`src/rtl/dm_pkg.sv`:
```
// Shared definitions for the data-memory arbiter: access sizes, byte-enable
// patterns and the per-requester response FSM state.
package dm_pkg;
  localparam int DATA_W  = 32;
  localparam int ADDR_W  = 32;
  localparam int STALL_W = 16;

  localparam logic [1:0] SZ_WORD = 2'b00;
  localparam logic [1:0] SZ_BYTE = 2'b01;
  localparam logic [1:0] SZ_HALF = 2'b10;
  localparam logic [1:0] SZ_RSVD = 2'b11;

  localparam logic [3:0] BE_WORD = 4'b1111;
  localparam logic [3:0] BE_HALF = 4'b0011;
  localparam logic [3:0] BE_BYTE = 4'b0001;
  localparam logic [3:0] BE_NONE = 4'b0000;

  localparam logic [STALL_W-1:0] STALL_LIMIT = 16'd15;

  typedef logic [0:0] dm_state_t;
  localparam dm_state_t ST_IDLE = 1'b0;
  localparam dm_state_t ST_RESP = 1'b1;
endpackage

```
`src/rtl/dm_arbiter_if.sv`:
```
// Requester-side and memory-side bundles of the data-memory arbiter.
interface dm_rq_if;
  import dm_pkg::*;
  logic              req;
  logic              we;
  logic [ADDR_W-1:0] addr;
  logic [1:0]        size;
  logic [DATA_W-1:0] wdata;
  logic              gnt;
  logic              rvalid;
  logic [DATA_W-1:0] rdata;
  logic              err;

  modport master (output req, we, addr, size, wdata, input gnt, rvalid, rdata, err);
  modport slave  (input req, we, addr, size, wdata, output gnt, rvalid, rdata, err);
endinterface

interface dm_mem_if;
  import dm_pkg::*;
  logic [ADDR_W-1:0] addr;
  logic [3:0]        be;
  logic [DATA_W-1:0] din;
  logic              write;
  logic [DATA_W-1:0] dout;

  modport master (output addr, be, din, write, input dout);
  modport slave  (input addr, be, din, write, output dout);
endinterface

```
`src/rtl/dm_be_gen.sv`:
```
// Size-to-byte-enable decode with alignment check; lane placement is left to
// the memory, so enables are always right-aligned.
module dm_be_gen import dm_pkg::*; #(
  parameter bit ERR_CHECK = 1'b1
) (
  input  logic [1:0] size,
  input  logic [1:0] addr_lo,
  output logic [3:0] be,
  output logic       misaligned
);
  always_comb begin
    be         = BE_NONE;
    misaligned = 1'b0;
    case (size)
      SZ_WORD: begin
        be         = BE_WORD;
        misaligned = ERR_CHECK && (addr_lo != 2'b00);
      end
      SZ_HALF: begin
        be         = BE_HALF;
        misaligned = ERR_CHECK && addr_lo[0];
      end
      SZ_BYTE: be = BE_BYTE;
      default: misaligned = 1'b1;
    endcase
  end
endmodule

```
`src/rtl/dm_arbiter.sv`:
```
// Two-requester round-robin arbiter in front of a single-port data memory with
// a one-cycle registered response per requester.
module dm_arbiter import dm_pkg::*; #(
  parameter int MEM_WORDS = 2048,
  parameter bit ERR_CHECK = 1'b1
) (
  input  logic     clock,
  input  logic     reset,
  input  logic     test_prio1,
  dm_rq_if.slave   rq0,
  dm_rq_if.slave   rq1,
  dm_mem_if.master mem
);
  localparam logic [ADDR_W-1:0] MEM_BYTES = ADDR_W'(4 * MEM_WORDS);

  logic [1:0]        req, gnt, hungry, rvalid, err;
  logic [DATA_W-1:0] rdata [2];
  logic              last_gnt;
  logic              pick1, any_gnt;
  logic              w_we, w_mis, w_oor, w_bad;
  logic [ADDR_W-1:0] w_addr;
  logic [1:0]        w_size;
  logic [DATA_W-1:0] w_wdata;
  logic [3:0]        w_be;

  assign req = reset ? 2'b00 : {rq1.req, rq0.req};

  // A starving requester overrides both the pointer and the test hook.
  always_comb begin
    pick1 = 1'b0;
    if (req == 2'b10) begin
      pick1 = 1'b1;
    end else if (req == 2'b11) begin
      if (hungry[0] && !hungry[1])      pick1 = 1'b0;
      else if (hungry[1] && !hungry[0]) pick1 = 1'b1;
      else if (test_prio1)              pick1 = 1'b1;
      else                              pick1 = ~last_gnt;
    end
  end

  assign gnt     = {req[1] & pick1, req[0] & ~pick1};
  assign any_gnt = |gnt;

  assign w_we    = pick1 ? rq1.we    : rq0.we;
  assign w_addr  = pick1 ? rq1.addr  : rq0.addr;
  assign w_size  = pick1 ? rq1.size  : rq0.size;
  assign w_wdata = pick1 ? rq1.wdata : rq0.wdata;

  dm_be_gen #(.ERR_CHECK(ERR_CHECK)) u_be_gen (
    .size       (w_size),
    .addr_lo    (w_addr[1:0]),
    .be         (w_be),
    .misaligned (w_mis)
  );

  assign w_oor = w_addr >= MEM_BYTES;
  assign w_bad = w_mis | w_oor;

  assign mem.addr  = any_gnt ? w_addr  : '0;
  assign mem.be    = any_gnt ? w_be    : BE_NONE;
  assign mem.din   = any_gnt ? w_wdata : '0;
  assign mem.write = any_gnt & w_we & ~w_bad;

  always_ff @(posedge clock) begin
    if (reset)        last_gnt <= 1'b1;
    else if (any_gnt) last_gnt <= gnt[1];
  end

  // Stage p1: response captured from the grant cycle, pre-write read data.
  for (genvar i = 0; i < 2; i++) begin : g_rsp
    dm_state_t          state_p1;
    logic               err_p1;
    logic [DATA_W-1:0]  rdata_p1;
    logic [STALL_W-1:0] stall;

    always_ff @(posedge clock) begin
      if (reset) begin
        state_p1 <= ST_IDLE;
        err_p1   <= 1'b0;
        rdata_p1 <= '0;
        stall    <= '0;
      end else begin
        state_p1 <= gnt[i] ? ST_RESP : ST_IDLE;
        err_p1   <= gnt[i] & w_bad;
        if (gnt[i]) rdata_p1 <= w_bad ? '0 : mem.dout;
        if (gnt[i])                      stall <= '0;
        else if (req[i] && stall != '1) stall <= stall + 1'b1;
      end
    end

    assign hungry[i] = stall >= STALL_LIMIT;
    assign rvalid[i] = ~reset & (state_p1 == ST_RESP);
    assign err[i]    = rvalid[i] & err_p1;
    assign rdata[i]  = reset ? '0 : rdata_p1;
  end

  assign rq0.gnt    = gnt[0];
  assign rq1.gnt    = gnt[1];
  assign rq0.rvalid = rvalid[0];
  assign rq1.rvalid = rvalid[1];
  assign rq0.err    = err[0];
  assign rq1.err    = err[1];
  assign rq0.rdata  = rdata[0];
  assign rq1.rdata  = rdata[1];
endmodule

```
`src/flat_wrapper.sv`:
```
// flat-port wrapper written by rule: the top's interface ports become plain ports
module dm_arbiter_flat import dm_pkg::*;
#(
  parameter int MEM_WORDS = 2048,
  parameter bit ERR_CHECK = 1'b1
)
  (clock, reset, test_prio1, rq0_req, rq0_we, rq0_addr, rq0_size, rq0_wdata, rq0_gnt, rq0_rvalid, rq0_rdata, rq0_err, rq1_req, rq1_we, rq1_addr, rq1_size, rq1_wdata, rq1_gnt, rq1_rvalid, rq1_rdata, rq1_err, mem_addr, mem_be, mem_din, mem_write, mem_dout);
  dm_rq_if rq0_i ();
  dm_rq_if rq1_i ();
  dm_mem_if mem_i ();
  input  logic clock;
  input  logic reset;
  input  logic test_prio1;
  input wire logic [$bits(rq0_i.req)-1:0] rq0_req;
  input wire logic [$bits(rq0_i.we)-1:0] rq0_we;
  input wire logic [$bits(rq0_i.addr)-1:0] rq0_addr;
  input wire logic [$bits(rq0_i.size)-1:0] rq0_size;
  input wire logic [$bits(rq0_i.wdata)-1:0] rq0_wdata;
  output wire logic [$bits(rq0_i.gnt)-1:0] rq0_gnt;
  output wire logic [$bits(rq0_i.rvalid)-1:0] rq0_rvalid;
  output wire logic [$bits(rq0_i.rdata)-1:0] rq0_rdata;
  output wire logic [$bits(rq0_i.err)-1:0] rq0_err;
  input wire logic [$bits(rq1_i.req)-1:0] rq1_req;
  input wire logic [$bits(rq1_i.we)-1:0] rq1_we;
  input wire logic [$bits(rq1_i.addr)-1:0] rq1_addr;
  input wire logic [$bits(rq1_i.size)-1:0] rq1_size;
  input wire logic [$bits(rq1_i.wdata)-1:0] rq1_wdata;
  output wire logic [$bits(rq1_i.gnt)-1:0] rq1_gnt;
  output wire logic [$bits(rq1_i.rvalid)-1:0] rq1_rvalid;
  output wire logic [$bits(rq1_i.rdata)-1:0] rq1_rdata;
  output wire logic [$bits(rq1_i.err)-1:0] rq1_err;
  output wire logic [$bits(mem_i.addr)-1:0] mem_addr;
  output wire logic [$bits(mem_i.be)-1:0] mem_be;
  output wire logic [$bits(mem_i.din)-1:0] mem_din;
  output wire logic [$bits(mem_i.write)-1:0] mem_write;
  input wire logic [$bits(mem_i.dout)-1:0] mem_dout;
  assign rq0_i.req = rq0_req;
  assign rq0_i.we = rq0_we;
  assign rq0_i.addr = rq0_addr;
  assign rq0_i.size = rq0_size;
  assign rq0_i.wdata = rq0_wdata;
  assign rq0_gnt = rq0_i.gnt;
  assign rq0_rvalid = rq0_i.rvalid;
  assign rq0_rdata = rq0_i.rdata;
  assign rq0_err = rq0_i.err;
  assign rq1_i.req = rq1_req;
  assign rq1_i.we = rq1_we;
  assign rq1_i.addr = rq1_addr;
  assign rq1_i.size = rq1_size;
  assign rq1_i.wdata = rq1_wdata;
  assign rq1_gnt = rq1_i.gnt;
  assign rq1_rvalid = rq1_i.rvalid;
  assign rq1_rdata = rq1_i.rdata;
  assign rq1_err = rq1_i.err;
  assign mem_addr = mem_i.addr;
  assign mem_be = mem_i.be;
  assign mem_din = mem_i.din;
  assign mem_write = mem_i.write;
  assign mem_i.dout = mem_dout;
  dm_arbiter #(.MEM_WORDS(MEM_WORDS), .ERR_CHECK(ERR_CHECK)) u_core (.clock(clock), .reset(reset), .test_prio1(test_prio1), .rq0(rq0_i), .rq1(rq1_i), .mem(mem_i));
endmodule
```
`config.mk`:
```
export PLATFORM = sky130hd
export DESIGN_NAME = dm_arbiter_flat
export DESIGN_NICKNAME = d
export VERILOG_FILES = /design/src/rtl/dm_pkg.sv /design/src/rtl/dm_arbiter_if.sv /design/src/rtl/dm_be_gen.sv /design/src/rtl/dm_arbiter.sv /design/src/flat_wrapper.sv
export SDC_FILE = /design/constraint.sdc
export NUM_CORES = 1
export LEC_CHECK = 0
export BUFFER_PORTS_ARGS = -buffer_cell sky130_fd_sc_hd__buf_2
export CAP_MARGIN = 5
export CORE_UTILIZATION = 36
export DETAILED_ROUTE_END_ITERATION = 16
export PLACE_DENSITY = 0.73
export SYNTH_ARGS = -nofsm -noshare
export SYNTH_HDL_FRONTEND = slang
export SYNTH_HIERARCHICAL = 1
export SYNTH_SLANG_ARGS = --single-unit
```
`constraint.sdc`:
```
create_clock -name clock -period 3.2 [get_ports clock]
set_clock_uncertainty 0.2 [all_clocks]
set_input_delay 0.16 -clock clock [delete_from_list [all_inputs] [get_ports clock]]
set_output_delay 0.16 -clock clock [all_outputs]
set_load 0.05 [all_outputs]
```
== Word-level counts from Yosys, hierarchy flattened ==
Cells that the tools add are included.

* Output and inout port bits: 139
* Bits in registers: 101
* Bits of input ports: 171
* Word-level logic and storage cells: 66

* Bitwise gates (word level): 15
* Equal/unequal tests: 6
* $lt $le $gt $ge: 3
* Mux-type cells: 20
* $add $sub $neg: 2
* Reductions and logical operators: 11

{| class="wikitable"
|+ Operators with widths
! kind !! count
|-
| 32-bit 2-to-1 mux || 7
|-
| 16-bit by 1-bit adder with 16-bit output (second input constant) || 2
|-
| 16-bit by 4-bit >= comparator with 1-bit output (second input constant) || 2
|-
| 32-bit by 14-bit >= comparator with 1-bit output (second input constant) || 1
|-
| 16-bit inequality test (second input constant) || 2
|-
| 4-bit one-hot mux with 3 select lines || 1
|-
| 1-bit AND || 10
|-
| 1-bit 2-to-1 mux || 8
|-
| 2-bit equality test (second input constant) || 3
|-
| 2-bit OR reduction || 3
|-
| 1-bit logical AND || 4
|-
| 2-bit 2-to-1 mux || 2
|-
| 4-bit 2-to-1 mux || 1
|-
| 1-bit NOT || 4
|-
| 1-bit one-hot mux with 3 select lines || 1
|-
| 2-bit by 1-bit equality test with 1-bit output (second input constant) || 1
|-
| 1-bit logical NOT || 2
|-
| 2-bit logical NOT || 1
|-
| 2-bit nonzero test || 1
|-
| 1-bit OR || 1
|}

== Depth between registers and ports, before layout ==
Gate-level depths: netlist (run 1).

* Word-level depth: 13
* Gate-level depth with buffers: 16

== Cells and area by module ==
The synthesis (run 1) kept the hierarchy.

{| class="wikitable"
|+ Modules (own cells, without submodules)
! module !! area each (sq um) !! cells an instance !! instances !! sequential area each (sq um)
|-
| dm_arbiter || 5641.7 || 796 || 1 || 2021.9
|-
| dm_be_gen || 51.3 || 7 || 1 || 0.0
|}

== Worst setup path after synthesis (run 1) ==
Ideal clock, no wire load.

* Kind: flip-flop to output port
* Start: register u_core.g_rsp[0].stall[0]
* End: output mem_write
* Path slack: -1.024 ns
* Data arrival time: 3.864 ns
* Required time: 2.840 ns
* Stages on the path, launching flop included: 17
* Path buffers: 3
* Cell sequence: dfxtp_1 > ha_1 > nand3_1 > nand4_1 > or2_4 > a31oi_4 > buf_6 > buf_6 > mux2_2 > nor2_1 > a2bb2oi_2 > nor4_1 > nand3_1 > nor2_1 > clkbuf_1 > nand3b_1 > a21oi_1

* Longest elaborated chain between the ends: 13

{| class="wikitable"
|+ RTL lines
! what !! RTL line !! text
|-
| from (decl) || dm_arbiter.sv:74 || <nowiki>logic [STALL_W-1:0] stall;</nowiki>
|-
| from (signal assigned) || dm_arbiter.sv:87 || <nowiki>else if (req[i] && stall != '1) stall <= stall + 1'b1;</nowiki>
|-
| 16-bit by 4-bit >= comparator with 1-bit output * || dm_arbiter.sv:91 || <nowiki>assign hungry[i] = stall >= STALL_LIMIT;</nowiki>
|-
| 1-bit logical NOT || dm_arbiter.sv:35 || <nowiki>else if (hungry[1] && !hungry[0]) pick1 = 1'b1;</nowiki>
|-
| 1-bit logical AND || dm_arbiter.sv:35 ||
|-
| 1-bit 2-to-1 mux || dm_arbiter.sv:35 ||
|-
| 1-bit 2-to-1 mux * || dm_arbiter.sv:34 || <nowiki>if (hungry[0] && !hungry[1]) pick1 = 1'b0;</nowiki>
|-
| 1-bit 2-to-1 mux * || dm_arbiter.sv:33 || <nowiki>end else if (req == 2'b11) begin</nowiki>
|-
| 1-bit 2-to-1 mux * || dm_arbiter.sv:31 || <nowiki>if (req == 2'b10) begin</nowiki>
|-
| 2-bit 2-to-1 mux * || dm_arbiter.sv:46 || <nowiki>assign w_size = pick1 ? rq1.size : rq0.size;</nowiki>
|-
| named net u_core.w_size[0] || dm_arbiter.sv:22 || <nowiki>logic [1:0] w_size;</nowiki>
|-
| 2-bit by 1-bit equality test with 1-bit output (tied with other cells) || dm_be_gen.sv:14 || <nowiki>case (size)</nowiki>
|-
| 1-bit one-hot mux with 3 select lines * || dm_be_gen.sv:14 ||
|-
| named net u_core.w_mis || dm_arbiter.sv:20 || <nowiki>logic w_we, w_mis, w_oor, w_bad;</nowiki>
|-
| 1-bit OR * || dm_arbiter.sv:57 || <nowiki>assign w_bad = w_mis | w_oor;</nowiki>
|-
| 1-bit NOT * || dm_arbiter.sv:62 || <nowiki>assign mem.write = any_gnt & w_we & ~w_bad;</nowiki>
|-
| 1-bit AND * || dm_arbiter.sv:62 ||
|-
| to (decl) || flat_wrapper.sv:35 || <nowiki>output wire logic [$bits(mem_i.write)-1:0] mem_write;</nowiki>
|}

The timed path passes the listed nets; every way through them passes the cells marked *.

== Final worst setup path (run 1) ==
* Start: register u_core.g_rsp[0].stall[10]
* End: output mem_write

* Longest elaborated chain between the ends: 13

{| class="wikitable"
|+ RTL lines
! what !! RTL line !! text
|-
| 16-bit by 4-bit >= comparator with 1-bit output * || dm_arbiter.sv:91 ||
|-
| 1-bit logical NOT || dm_arbiter.sv:35 ||
|-
| 1-bit logical AND || dm_arbiter.sv:35 ||
|-
| 1-bit 2-to-1 mux || dm_arbiter.sv:35 ||
|-
| 1-bit 2-to-1 mux * || dm_arbiter.sv:34 ||
|-
| 1-bit 2-to-1 mux * || dm_arbiter.sv:33 ||
|-
| 1-bit 2-to-1 mux * || dm_arbiter.sv:31 ||
|-
| 32-bit 2-to-1 mux * || dm_arbiter.sv:45 || <nowiki>assign w_addr = pick1 ? rq1.addr : rq0.addr;</nowiki>
|-
| named net u_core.w_addr[0] || dm_arbiter.sv:21 || <nowiki>logic [ADDR_W-1:0] w_addr;</nowiki>
|-
| 2-bit nonzero test || dm_be_gen.sv:17 || <nowiki>misaligned = ERR_CHECK && (addr_lo != 2'b00);</nowiki>
|-
| 1-bit one-hot mux with 3 select lines * || dm_be_gen.sv:14 ||
|-
| named net u_core.w_mis || dm_arbiter.sv:20 ||
|-
| 1-bit OR * || dm_arbiter.sv:57 ||
|-
| 1-bit NOT * || dm_arbiter.sv:62 ||
|-
| 1-bit AND * || dm_arbiter.sv:62 ||
|}

Marked as above.

==> metrics.yaml, run 1 <==
status:
  status: "finished with violations"
  violations: "setup timing"
power:
  p_int_w: 0.002168
  clockPowerShare_pct: 34.5
  p_comb_share_pct: 25.8
  power_density_mw_per_mm2: 361.0
  switching_share_pct: 31.96
  p_leak_nw: 4.115
  seq_power_share_pct: 39.7
  p_sw_w: 0.001019
  ir_worst_vdd_v: 0.0003136
timing:
  finalSetupViolCount: 54
  fmax_mhz: 277.1
  period_minus_slack_ps: 3609
  slew_violations: 0
  final_hold_viol_count: 0
  slew_headroom_pct: 27.83
  finalCritPeriodShare_pct: 112.8
  rsz0062_at_grt: "true"
  setup_ws_ps: -409.4
  tightest_slew_ps: 1079
logic_synthesis:
  synthXorXnorAreaFrac_pct: 3.846
  synth_top_family_by_area: "simple AND/OR/NAND/NOR gates"
  synth_top_area_share_pct: 35.52
  ys_seq_elements: 101
  avgSynthCellArea_sq_um: 7.090
  synthTopCellsByArea: "dfxtp_1 (36%), nand2_1 (12%), o21ai_0 (11%)"
  yosysTopAreaCell: "dfxtp_1"
  async_flop_share_pct: 0
  synth_top_flop_cell: "dfxtp_1"
  synth_fa_ha_area_share_pct: 0.4396
  seq_area_frac_synth_pct: 35.52
  ys_types: 44
  synth_cells: 803
  synth_edf_count: 0
  synth-compound-area-share_pct: 13.71
  synthSimpleGateAreaFrac_pct: 39.49
  synth.mux.area_fraction_pct: 1.143
  syn-num-nets: 976
  synth.most_common_cell: "nand2_1"
  yosysWarnings: 6
  synthTopCellsByCount: "nand2_1 (175), o21ai_0 (125), dfxtp_1 (101)"
  syn_area_sq_mm: 0.005693
grt:
  grt_pass1_vias: 6326
  grt_pass1_wl_microns: 32260
  grt.total_usage_pct: 24.94
  overflow: 0
  grt_max_degree: 69
  antenna_found_initial: 3
placement:
  gp_congestion: 0.8490
  placed_area_sq_mm: 0.007604
  pre_cts_ws_ps: -179.8
  placed_cells: 1300
  dp_hpwl_microns: 14670
  port_buffers: 309
worst_setup_path:
  path_class: "reg -> out"
  critPathMaxFanout: 5
  required_ps: 2840
  critPathCaptureType: "output pin"
  cp.arrival_ps: 3250
  cp-start-kind: "flip-flop"
cells_and_area:
  nets: 1322
  final_cells: 1367
  fill_cells: 1408
  layout-drive-gt1-share_pct: 35.79
  finish.instance_area_sq_mm: 0.008827
  syn2layout_area_growth_pct: 55.06
  finish.utilization_pct: 57.64
  regArea_sq_mm: 0.002026
  multiInputGateArea_sq_mm: 0.003475
floorplan:
  die_h_microns: 127.8
  initial_core_util_pct: 37.17
  ios: 310
  core_area_sq_mm: 0.01531
  die_area_sq_mm: 0.01632
  rows: 45
  die_x_microns: 127.8
drt:
  routed_wirelength_microns: 21150
  drt-initial-drc-count: 525
  vias_per_cell: 5.042
  wl_per_cell_microns: 15.47
  drc: 0
  detail-route-antenna-nets: 0
  firstDrtPassIters: 5
  vias: 6892
min_path:
  hp-class: "in -> reg"
cts:
  ctsLongestPathBuffers: 2
  clkLatencyLatePin_ps: 340
  cts.sink_count: 101
  cts-root-buf: "clkbuf_16"
  clkTransAtPathRegs_ps: 70
  cts_buffers: 9
  cts_tree: "built"
  htree_levels: 3
job:
  cap_viol_max_count: 0
through the flow:
| step | setup TNS (ps) | total power [W] | hold slack, ps |
|---|---|---|---|
| final | -5208 | 0.003187 | 188.5 |
| after global routing | -16850 | 0.003306 | 209.6 |
| after CTS | -7347 | 0.003161 | 165.1 |
| after detailed placement | -2597 | 0.002002 | 195.3 |
| after global placement | -68.57 | 0.002002 | 189.5 |
| after floorplan | -1582 | 0.001750 | 89.98 |
final timing paths:
kind / startpoint / cells past startpoint / slack [ps] / endpoint
worst max-delay path: u_core/g_rsp[0].stall[10] / 14 / -410 / mem_write
worst min-delay path: rq1_req / 4 / 190 / u_core/g_rsp[1].state_p1
worst max register to register: u_core/g_rsp[0].stall[10] / 18 / -170 / u_core/g_rsp[0].rdata_p1[0]
worst min register to register: u_core/last_gnt / 1 / 260 / u_core/last_gnt
area by class of cell:
| type | instances | share of cell area [%] |
|---|---|---|
| inverters | 2 | 0.08505 |
| diodes | 2 | 0.05670 |
| well taps | 211 | 2.991 |
| repair buffers | 398 | 31.17 |
| clock inverters | 6 | 0.7938 |
| flip-flops and latches | 101 | 22.95 |
| clock buffers | 10 | 2.594 |
| multi-input cells | 637 | 39.36 |
cell usage in the layout, fill, tap and decap left out, types with 6 or more instances in the layout:
master	n
buf_2	264
buf_4	68
nand2_1	175
dlygate4sd3_1	32
nor2b_1	68
buf_12	8
nor2_1	37
o21ai_1	56
nand3_1	80
o21ai_0	68
nand4_1	10
clkbuf_16	10
nand2b_1	34
and3_1	6
buf_6	13
nor4_1	14
dfxtp_1	98
xor2_1	21
and2_1	10
worst max-delay path: stages (launching register included):
cell and delay (ps):
dfxtp_2 340, nor4_4 280, nand4_1 150, or2_4 290, a31oi_4 200, buf_12 140, mux2_4 320, nor2_4 100
a2bb2oi_2 60, nor4_1 210, nand3_1 150, nor2_4 210, nand3_2 120, a21oi_4 170, buf_12 160
cell families (layout without fill, tap and decap cells):
kind of cell	count (synthesis)	in the layout
AO/OA/AOI/OAI	145	145
XOR/XNOR	25	25
adder cells (fa/ha/maj)	2	2
buffers and inverters	65	416
flip-flops	101	101
multiplexers	6	6
other	0	2
AND/OR/NAND/NOR	459	459
registers in the layout (all words and copies together) (netlist names):
signal and count:
u_core/g_rsp.state_p1 2, u_core/g_rsp.err_p1 2, u_core/last_gnt 1, u_core/g_rsp.rdata_p1 64, u_core/g_rsp.stall 32
layer usage:
metal	vias up	wire length (microns)	part of all wire, %	global-route usage, %
li1	3397	-	-	-
met1	3157	8607	41	29.91
met2	300	10230	48	43.22
met3	36	1849	8.7	7.179
met4	2	451	2.1	7.059
met5	-	13	0.061	0
power by group through the flow:
stage,Clock (W),Sequential [W],Combinational (W)
2_1_floorplan,0,0.00129,0.000457
3_3_place_gp,0,0.00129,0.000709
3_5_place_dp,0,0.00129,0.000708
4_1_cts,0.00112,0.00126,0.000778
5_1_grt,0.00117,0.00126,0.000872
6_report,0.00110,0.00126,0.000823
repair_timing:
action,4_1_cts,5_1_grt
hold endpoints to repair,64,0
hold buffers,32,0
gates cloned,5,1
pin swaps,4,13
setup buffers,7,7
endpoints found under the setup margin,101,103
gates resized for setup,69,113
(Power assumes the default switching activity.)
==> inputs of run 2 (changes only) <==
--- a/config.mk
+++ b/config.mk
@@ -5,11 +5,12 @@
 export SDC_FILE = /design/constraint.sdc
 export NUM_CORES = 1
 export LEC_CHECK = 0
+export ABC_CLOCK_PERIOD_IN_PS = 3400
 export BUFFER_PORTS_ARGS = -buffer_cell sky130_fd_sc_hd__buf_2
 export CAP_MARGIN = 5
 export CORE_UTILIZATION = 36
 export DETAILED_ROUTE_END_ITERATION = 16
-export PLACE_DENSITY = 0.73
+export PLACE_DENSITY = 0.71
 export SYNTH_ARGS = -nofsm -noshare
 export SYNTH_HDL_FRONTEND = slang
 export SYNTH_HIERARCHICAL = 1
==> constraint.sdc (replaced) <==
create_clock -name clock -period 3.4 [get_ports clock]
set_clock_uncertainty 0.2 [all_clocks]
set_input_delay 0.17 -clock clock [delete_from_list [all_inputs] [get_ports clock]]
set_output_delay 0.17 -clock clock [all_outputs]
set_load 0.05 [all_outputs]
==> run 2 against run 1 <==
  * The flow still finishes with violations (setup timing)
  * Hold slack worse by 15 ps
  * Total power down 9.0%
  * First-iteration DRC count down 22%
  * Worst setup slack better by 220 ps
  * Via count down 2.3%
  * Global-route usage down 1.3 points
  * Flip-flop and latch count unchanged
  * Utilization down 3.1 points
  * Critical path type unchanged
  * Critical endpoint unchanged
  * Largest cell class unchanged
==> metrics.yaml, run 2 (synthesis results as in run 1) <==
floorplan:
  ios: 310  # unchanged
  core_area_sq_mm: 0.01531  # unchanged
  die_area_sq_mm: 0.01632  # unchanged
  initial_core_util_pct: 37.17  # unchanged
  rows: 45  # unchanged
  die_x_microns: 127.8  # unchanged
  die_h_microns: 127.8  # unchanged
cts:
  cts_buffers: 9  # unchanged
  cts_tree: "built"
  cts.sink_count: 101  # unchanged
  htree_levels: 3  # unchanged
  cts-root-buf: "clkbuf_16"
  ctsLongestPathBuffers: 2  # unchanged
  clkLatencyLatePin_ps: 340  # about the same
  clkTransAtPathRegs_ps: 70  # about the same
cells_and_area:
  final_cells: 1349  # -1.3%
  nets: 1304  # -1.4%
  regArea_sq_mm: 0.002026  # unchanged
  largest_reg_flops: 64  # unchanged
  finish.instance_area_sq_mm: 0.008357  # -5.3%
  largestRegisters: "u_core/g_rsp.rdata_p1 (64), u_core/g_rsp.stall (32)"
  top_register: "u_core/g_rsp.rdata_p1"
  syn2layout_area_growth_pct: 46.79
  layout_common_cells: "buf_2 (308), nand2_1 (175), dfxtp_1 (98)"
  layout-drive-gt1-share_pct: 34.86  # -0.93 points
  multiInputGateArea_sq_mm: 0.003475  # unchanged
  layout_commonest_cell: "buf_2"
  fill_cells: 1459  # +3.6%
grt:
  antenna_found_initial: 4  # +1
  grt_pass1_wl_microns: 30330  # -6.0%
  overflow: 0  # unchanged
  grt_util_met1_pct: 28.14  # -1.8 points
  grt-busiest-layer: "met2"
  grt.total_usage_pct: 23.60  # -1.3 points
  met2_usage_pct: 40.51  # -2.7 points
  grt_pass1_vias: 6015  # -4.9%
  grt_max_degree: 115  # +67%
  met3_usage_pct: 6.302  # -0.88 points
drt:
  wl_per_cell_microns: 15.33  # -0.92%
  drt-initial-drc-count: 409  # -22%
  vias_per_cell: 4.990  # -1.0%
  routed_wirelength_microns: 20680  # -2.2%
  detail-route-antenna-nets: 0  # unchanged
  firstDrtPassIters: 5  # unchanged
  vias: 6732  # -2.3%
  drc: 0  # unchanged
status:
  violations: "setup timing"
  status: "finished with violations"
power:
  p_sw_w: 0.0009814  # -3.7%
  ir_worst_vdd_v: 0.0002419  # -23%
  clockPowerShare_pct: 34.9  # +0.4 points
  power_density_mw_per_mm2: 346.9  # -3.9%
  switching_share_pct: 33.85  # +1.9 points
  p_comb_share_pct: 24.1  # -1.7 points
  p_leak_nw: 3.921  # -4.7%
  p_int_w: 0.001918  # -12%
  power_w: 0.002899  # -9.0%
  seq_power_share_pct: 41.0  # +1.3 points
worst_setup_path:
  rr_startpoint: "u_core/g_rsp[0].stall[12]"
  critPathCaptureType: "output pin"
  endpoint: "mem_write"
  critPathLaunch: "u_core/g_rsp[0].stall[12]"
  critPathMaxFanout: 5  # unchanged
  regToRegSetupSlack_ps: 20  # +190 ps
  reg2reg_to: "u_core/g_rsp[0].rdata_p1[22]"
  required_ps: 3030  # +190 ps
  reg2reg_depth: 16  # -2
  cp-start-kind: "flip-flop"
  cp.arrival_ps: 3220  # -30 ps
  path_class: "reg -> out"
placement:
  placed_cells: 1293  # -0.54%
  gp_congestion: 0.8915  # +5.0%
  dp_hpwl_microns: 14790  # +0.83%
  pre_cts_ws_ps: 39.26  # +219.1 ps
  placed_area_sq_mm: 0.007508  # -1.3%
  port_buffers: 309  # unchanged
timing:
  tightest_slew_ps: 727.8  # -350.8 ps
  whs_ps: 173.4  # -15.09 ps
  final_hold_viol_count: 0  # unchanged
  rsz0062_at_grt: "true"
  setup_ws_ps: -191.3  # +218.1 ps
  finalSetupViolCount: 1  # -98%
  slew_violations: 0  # unchanged
  fmax_mhz: 278.4
  slew_headroom_pct: 51.15  # +23 points
  finalCritPeriodShare_pct: 105.6
  period_minus_slack_ps: 3591
job:
  cap_viol_max_count: 0  # unchanged
min_path:
  hp-class: "in -> reg"
==> run 2: cell count changes in the layout (fill, tap and decap cells not counted), sizes merged <==
cell / change
bufinv: -1
clkinvlp: -1
clkbuf: -1
inv: +3
buf: -15
bufbuf: -3
==> run 2: final cells by class <==
| type | count | area share (%) |
|---|---|---|
| Clock inverter | 7 | 0.7636 |
| Clock buffer | 9 | 2.695 |
| Tap cell | 211 | 3.159 |
| Inverter | 2 | 0.08983 |
| Multi-Input combinational cell | 637 | 41.58 |
| Timing Repair Buffer | 380 | 27.41 |
| Antenna cell | 2 | 0.05989 |
| Sequential cell | 101 | 24.24 |
==> run 2: per-layer routing <==
metal	routed length (microns)	up-vias
li1	-	3361
met1	8462	3065
met2	10070	261
met3	1475	41
met4	642	4
met5	25	-
==> run 2: power groups by stage <==
stage	Combinational (W)	Sequential [W]	Clock [W]
5_1_grt	0.000742	0.00119	0.00107
4_1_cts	0.000684	0.00119	0.00103
3_3_place_gp	0.000654	0.00122	0
3_5_place_dp	0.000653	0.00122	0
6_report	0.000698	0.00119	0.00101
2_1_floorplan	0.000430	0.00122	0
==> run 2: per-stage QoR <==
| stage | setup TNS (ps) | utilization, % |
|---|---|---|
| 2_1_floorplan | -89.48 | - |
| 6_report | -191.3 | 54.57 |
| 3_3_place_gp | 0 | 49.03 |
| 5_1_grt | -4079 | 54.57 |
| 3_5_place_dp | 0 | 49.03 |
| 4_1_cts | -254.2 | 53.11 |
==> run 2: worst min path at each step <==
stage	startpoint	depth (start not counted)	endpoint	slack, ps
after floorplan	mem_dout[4]	2	u_core/g_rsp[1].rdata_p1[4]	100
after global placement	mem_dout[2]	3	u_core/g_rsp[1].rdata_p1[2]	200
after detailed placement	mem_dout[13]	3	u_core/g_rsp[1].rdata_p1[13]	210
after CTS	rq1_req	4	u_core/g_rsp[1].state_p1	160
after global routing	rq1_req	4	u_core/g_rsp[1].state_p1	180
final	rq1_req	4	u_core/g_rsp[1].state_p1	170
==> run 2: critical path, cell delays in order, from the launching register on <==
cell,delay (ps)
dfxtp_1,340
nor4_4,280
nand4_1,160
or2_4,270
a31oi_4,330
mux2_4,370
nor2_4,120
a2bb2oi_2,70
nor4_2,130
nand3_1,160
nor2_4,170
nand3_2,130
a21oi_4,200
buf_12,150
==> run 2: what timing repair did <==
| item | 4_1_cts | 5_1_grt |
|---|---|---|
| hold endpoints to repair | 64 | 0 |
| gates cloned | 0 | 3 |
| endpoints found under the setup margin | 6 | 120 |
| resized for setup | 3 | 55 |
| pin swaps | 3 | 10 |
| hold buffers | 32 | 0 |
| setup buffers | 1 | 2 |
==> inputs of run 3 (changes only) <==
--- a/config.mk
+++ b/config.mk
@@ -5,12 +5,13 @@
 export SDC_FILE = /design/constraint.sdc
 export NUM_CORES = 1
 export LEC_CHECK = 0
+export ABC_AREA = 1
 export ABC_CLOCK_PERIOD_IN_PS = 3400
 export BUFFER_PORTS_ARGS = -buffer_cell sky130_fd_sc_hd__buf_2
 export CAP_MARGIN = 5
 export CORE_UTILIZATION = 36
 export DETAILED_ROUTE_END_ITERATION = 16
-export PLACE_DENSITY = 0.71
+export PLACE_DENSITY = 0.7
 export SYNTH_ARGS = -nofsm -noshare
 export SYNTH_HDL_FRONTEND = slang
 export SYNTH_HIERARCHICAL = 1
==> run 3 against run 2 <==
  * Critical path depth increased by 8
  * Combinational power rose by 11%
  * Synthesized cell count increased by 22%
  * Fmax is 11% higher
  * Highest routed layer is now met4
  * Die area up 3.8%
  * Routed wire length increased by 11%
  * Sequential power is essentially flat
  * Largest power group unchanged
  * Largest cell class unchanged
  * Cell count is 12% higher
  * The flow now finishes without violations
  * Cell area increased by 1.3%
==> metrics.yaml, run 3 <==
logic_synthesis:
  ys_seq_elements: 101  # unchanged
  async_flop_share_pct: 0  # unchanged
  avgSynthCellArea_sq_um: 6.040  # -15%
  synth_top_flop_cell: "dfxtp_1"
  syn_area_sq_mm: 0.005913  # +3.9%
  synth_cells: 979  # +22%
  ys_types: 33  # -25%
  synthTopCellsByArea: "dfxtp_1 (34%), nand2_1 (15%), nor2_1 (14%)"
  seq_area_frac_synth_pct: 34.19  # -1.3 points
  syn-num-nets: 1152  # +18%
  synthTopCellsByCount: "nand2_1 (231), nor2_1 (224), inv_1 (126)"
  synth_edf_count: 0  # unchanged
  synth_top_area_share_pct: 34.19  # -1.3 points
  synth.most_common_cell: "nand2_1"
  yosysWarnings: 6  # unchanged
  yosysTopAreaCell: "dfxtp_1"
floorplan:
  die_h_microns: 130.2  # +1.9%
  initial_core_util_pct: 37.09  # -0.083 points
  die_area_sq_mm: 0.01694  # +3.8%
  die_x_microns: 130.2  # +1.9%
  ios: 310  # unchanged
  rows: 46  # +2.2%
  core_area_sq_mm: 0.01594  # +4.1%
cells_and_area:
  top_register: "u_core/g_rsp.rdata_p1"
  final_cells: 1517  # +12%
  largestRegisters: "u_core/g_rsp.rdata_p1 (64), u_core/g_rsp.stall (32)"
  finish.instance_area_sq_mm: 0.008466  # +1.3%
  nets: 1467  # +13%
  layout_commonest_cell: "buf_2"
  layout-drive-gt1-share_pct: 29.02  # -5.8 points
  fill_cells: 1618  # +11%
  largest_reg_flops: 64  # unchanged
  syn2layout_area_growth_pct: 43.17
  layout_common_cells: "buf_2 (299), nand2_1 (229), nor2_1 (220)"
drt:
  wl_per_cell_microns: 15.18  # -0.96%
  routed_wirelength_microns: 23030  # +11%
  vias: 7347  # +9.1%
  vias_per_cell: 4.843  # -3.0%
  drt-initial-drc-count: 750  # +83%
  drc: 0  # unchanged
  firstDrtPassIters: 5  # unchanged
  detail-route-antenna-nets: 0  # unchanged
cts:
  htree_levels: 3  # unchanged
  cts_tree: "built"
  clkTransAtPathRegs_ps: 70  # about the same
  ctsLongestPathBuffers: 2  # unchanged
  cts_buffers: 9  # unchanged
  cts.sink_count: 101  # unchanged
  clkLatencyLatePin_ps: 340  # about the same
  cts-root-buf: "clkbuf_16"
worst_setup_path:
  critPathCaptureType: "output pin"
  critPathMaxFanout: 15  # +10
  cp-start-kind: "flip-flop"
  required_ps: 3030  # about the same
  cp.arrival_ps: 2850  # -370 ps
  path_class: "reg -> out"
placement:
  dp_hpwl_microns: 16910  # +14%
  placed_area_sq_mm: 0.007735  # +3.0%
  port_buffers: 309  # unchanged
  gp_congestion: 0.8849  # -0.74%
  placed_cells: 1463  # +13%
timing:
  slew_headroom_pct: 51.81  # +0.66 points
  tightest_slew_ps: 722.8  # -4.985 ps
  tns_ps: 0  # +191.3 ps
  period_minus_slack_ps: 3223  # -368.7 ps
  finalSetupViolCount: 0  # -1
  slew_violations: 0  # unchanged
  final_hold_viol_count: 0  # unchanged
  fmax_mhz: 310.3  # +11%
  finalCritPeriodShare_pct: 94.78  # -11 points
  whs_ps: 176.3  # +2.894 ps
grt:
  overflow: 0  # unchanged
  grt_pass1_vias: 6430  # +6.9%
  grt.total_usage_pct: 26.02  # +2.4 points
  grt_pass1_wl_microns: 33620  # +11%
  grt_max_degree: 73  # -37%
  antenna_found_initial: 2  # -2
status:
  status: "finished, final reports clean"
job:
  cap_viol_max_count: 0  # unchanged
min_path:
  hp-class: "in -> reg"
power:
  ir_worst_vdd_v: 0.0003088  # +28%
  p_leak_nw: 4.367  # +11%
  power_density_mw_per_mm2: 361.7  # +4.2%
==> run 3: cell count changes after synthesis, sizes merged, moves of 13 or more <==
| cell | before | now |
|---|---|---|
| nand2b | 35 | 0 |
| nor3 | 4 | 17 |
| nand2 | 175 | 235 |
| inv | 2 | 131 |
| nor2 | 41 | 228 |
| nor2b | 69 | 0 |
| a21oi | 6 | 26 |
| nor4 | 18 | 2 |
| xor2 | 21 | 5 |
| nand4 | 10 | 67 |
| o21ai | 127 | 57 |
| nand3 | 82 | 20 |
==> run 3: repair_timing <==
item                                    4_1_cts  5_1_grt
endpoints found under the setup margin        1       44
endpoints found under the hold margin        65        0
hold buffers                                 33        0
resized for setup                             8       10
pin swaps                                     1        2
buffers inserted                              1        2
==> run 3: cells by family (layout without fill, tap and decap cells) <==
kind of cell,count (synthesis),after routing,synth area share (%)
AOI/OAI and AO/OA,89,89,7.829
xor gates and xnor gates,7,7,1.037
adders and majority gates,2,2,0.4231
buffers and inverters,190,510,13.67
DFF,101,101,34.19
muxes,1,1,0.1693
other,0,2,0
and+or+nand+nor,589,589,42.68
==> run 3: metal layers <==
layer	global-route usage, %	vias up	wire [microns]
met5	0	-	0
met4	13.95	0	892
met3	5.002	52	1755
met2	40.93	335	10770
met1	33.57	3262	9615
li1	-	3698	-
==> run 3: path summary, 6_finish.rpt <==
path / to / start / cells past startpoint / slack (ps)
hold reg to reg: u_core/last_gnt / u_core/last_gnt / 2 / 280
setup / recovery: mem_write / u_core/g_rsp[0].stall[0] / 21 / 180
hold / removal: u_core/g_rsp[0].state_p1 / rq0_req / 6 / 180
setup reg to reg: u_core/g_rsp[1].rdata_p1[31] / u_core/g_rsp[0].stall[0] / 22 / 370
==> run 3: where the power goes <==
| group | switching, W | leakage, nW | internal [W] |
|---|---|---|---|
| combinational | 0.000534 | 3.40 | 0.000242 |
| sequential | 0.00000281 | 0.816 | 0.00119 |
| clock | 0.000474 | 0.154 | 0.000621 |
| total | 0.00101 | 4.37 | 0.00205 |
==> run 3: through the flow <==
| stage | setup WS (ps) | util [%] | power [W] |
|---|---|---|---|
| 3_5_place_dp | 120.1 | 48.52 | 0.001950 |
| 3_3_place_gp | 215.3 | 48.52 | 0.001952 |
| 2_1_floorplan | 15.61 | - | 0.001668 |
| 4_1_cts | 38.46 | 52.78 | 0.003072 |
| 6_report | 177.4 | 53.10 | 0.003062 |
| 5_1_grt | -9.226 | 53.10 | 0.003184 |
==> run 3: cell type report <==
cell class	instances	area, sq um	area share [%]
well taps	216	270.3	3.192
diodes	2	5.005	0.05912
clock inverters	5	66.31	0.7833
repair buffers	363	2205	26.04
multi-input cells	688	3148	37.19
inverters	131	494.2	5.838
flip-flops and latches	101	2024	23.91
clock buffers	11	252.7	2.986
==> run 3: worst max-delay path, stage by stage (launching register included) <==
cell,delay (ps)
dfxtp_2,350
ha_2,190
nand2_2,80
nor2_4,120
nor2_2,50
nand2_1,60
nand2_1,60
nand2_2,90
nand2_4,70
nand2_8,90
inv_4,80
or2_2,280
o21ai_2,80
inv_1,60
nand2_1,60
nand3_1,80
nor2_1,100
nand2_1,100
nor2_4,100
nand2_2,80
nor3_4,130
buf_6,180
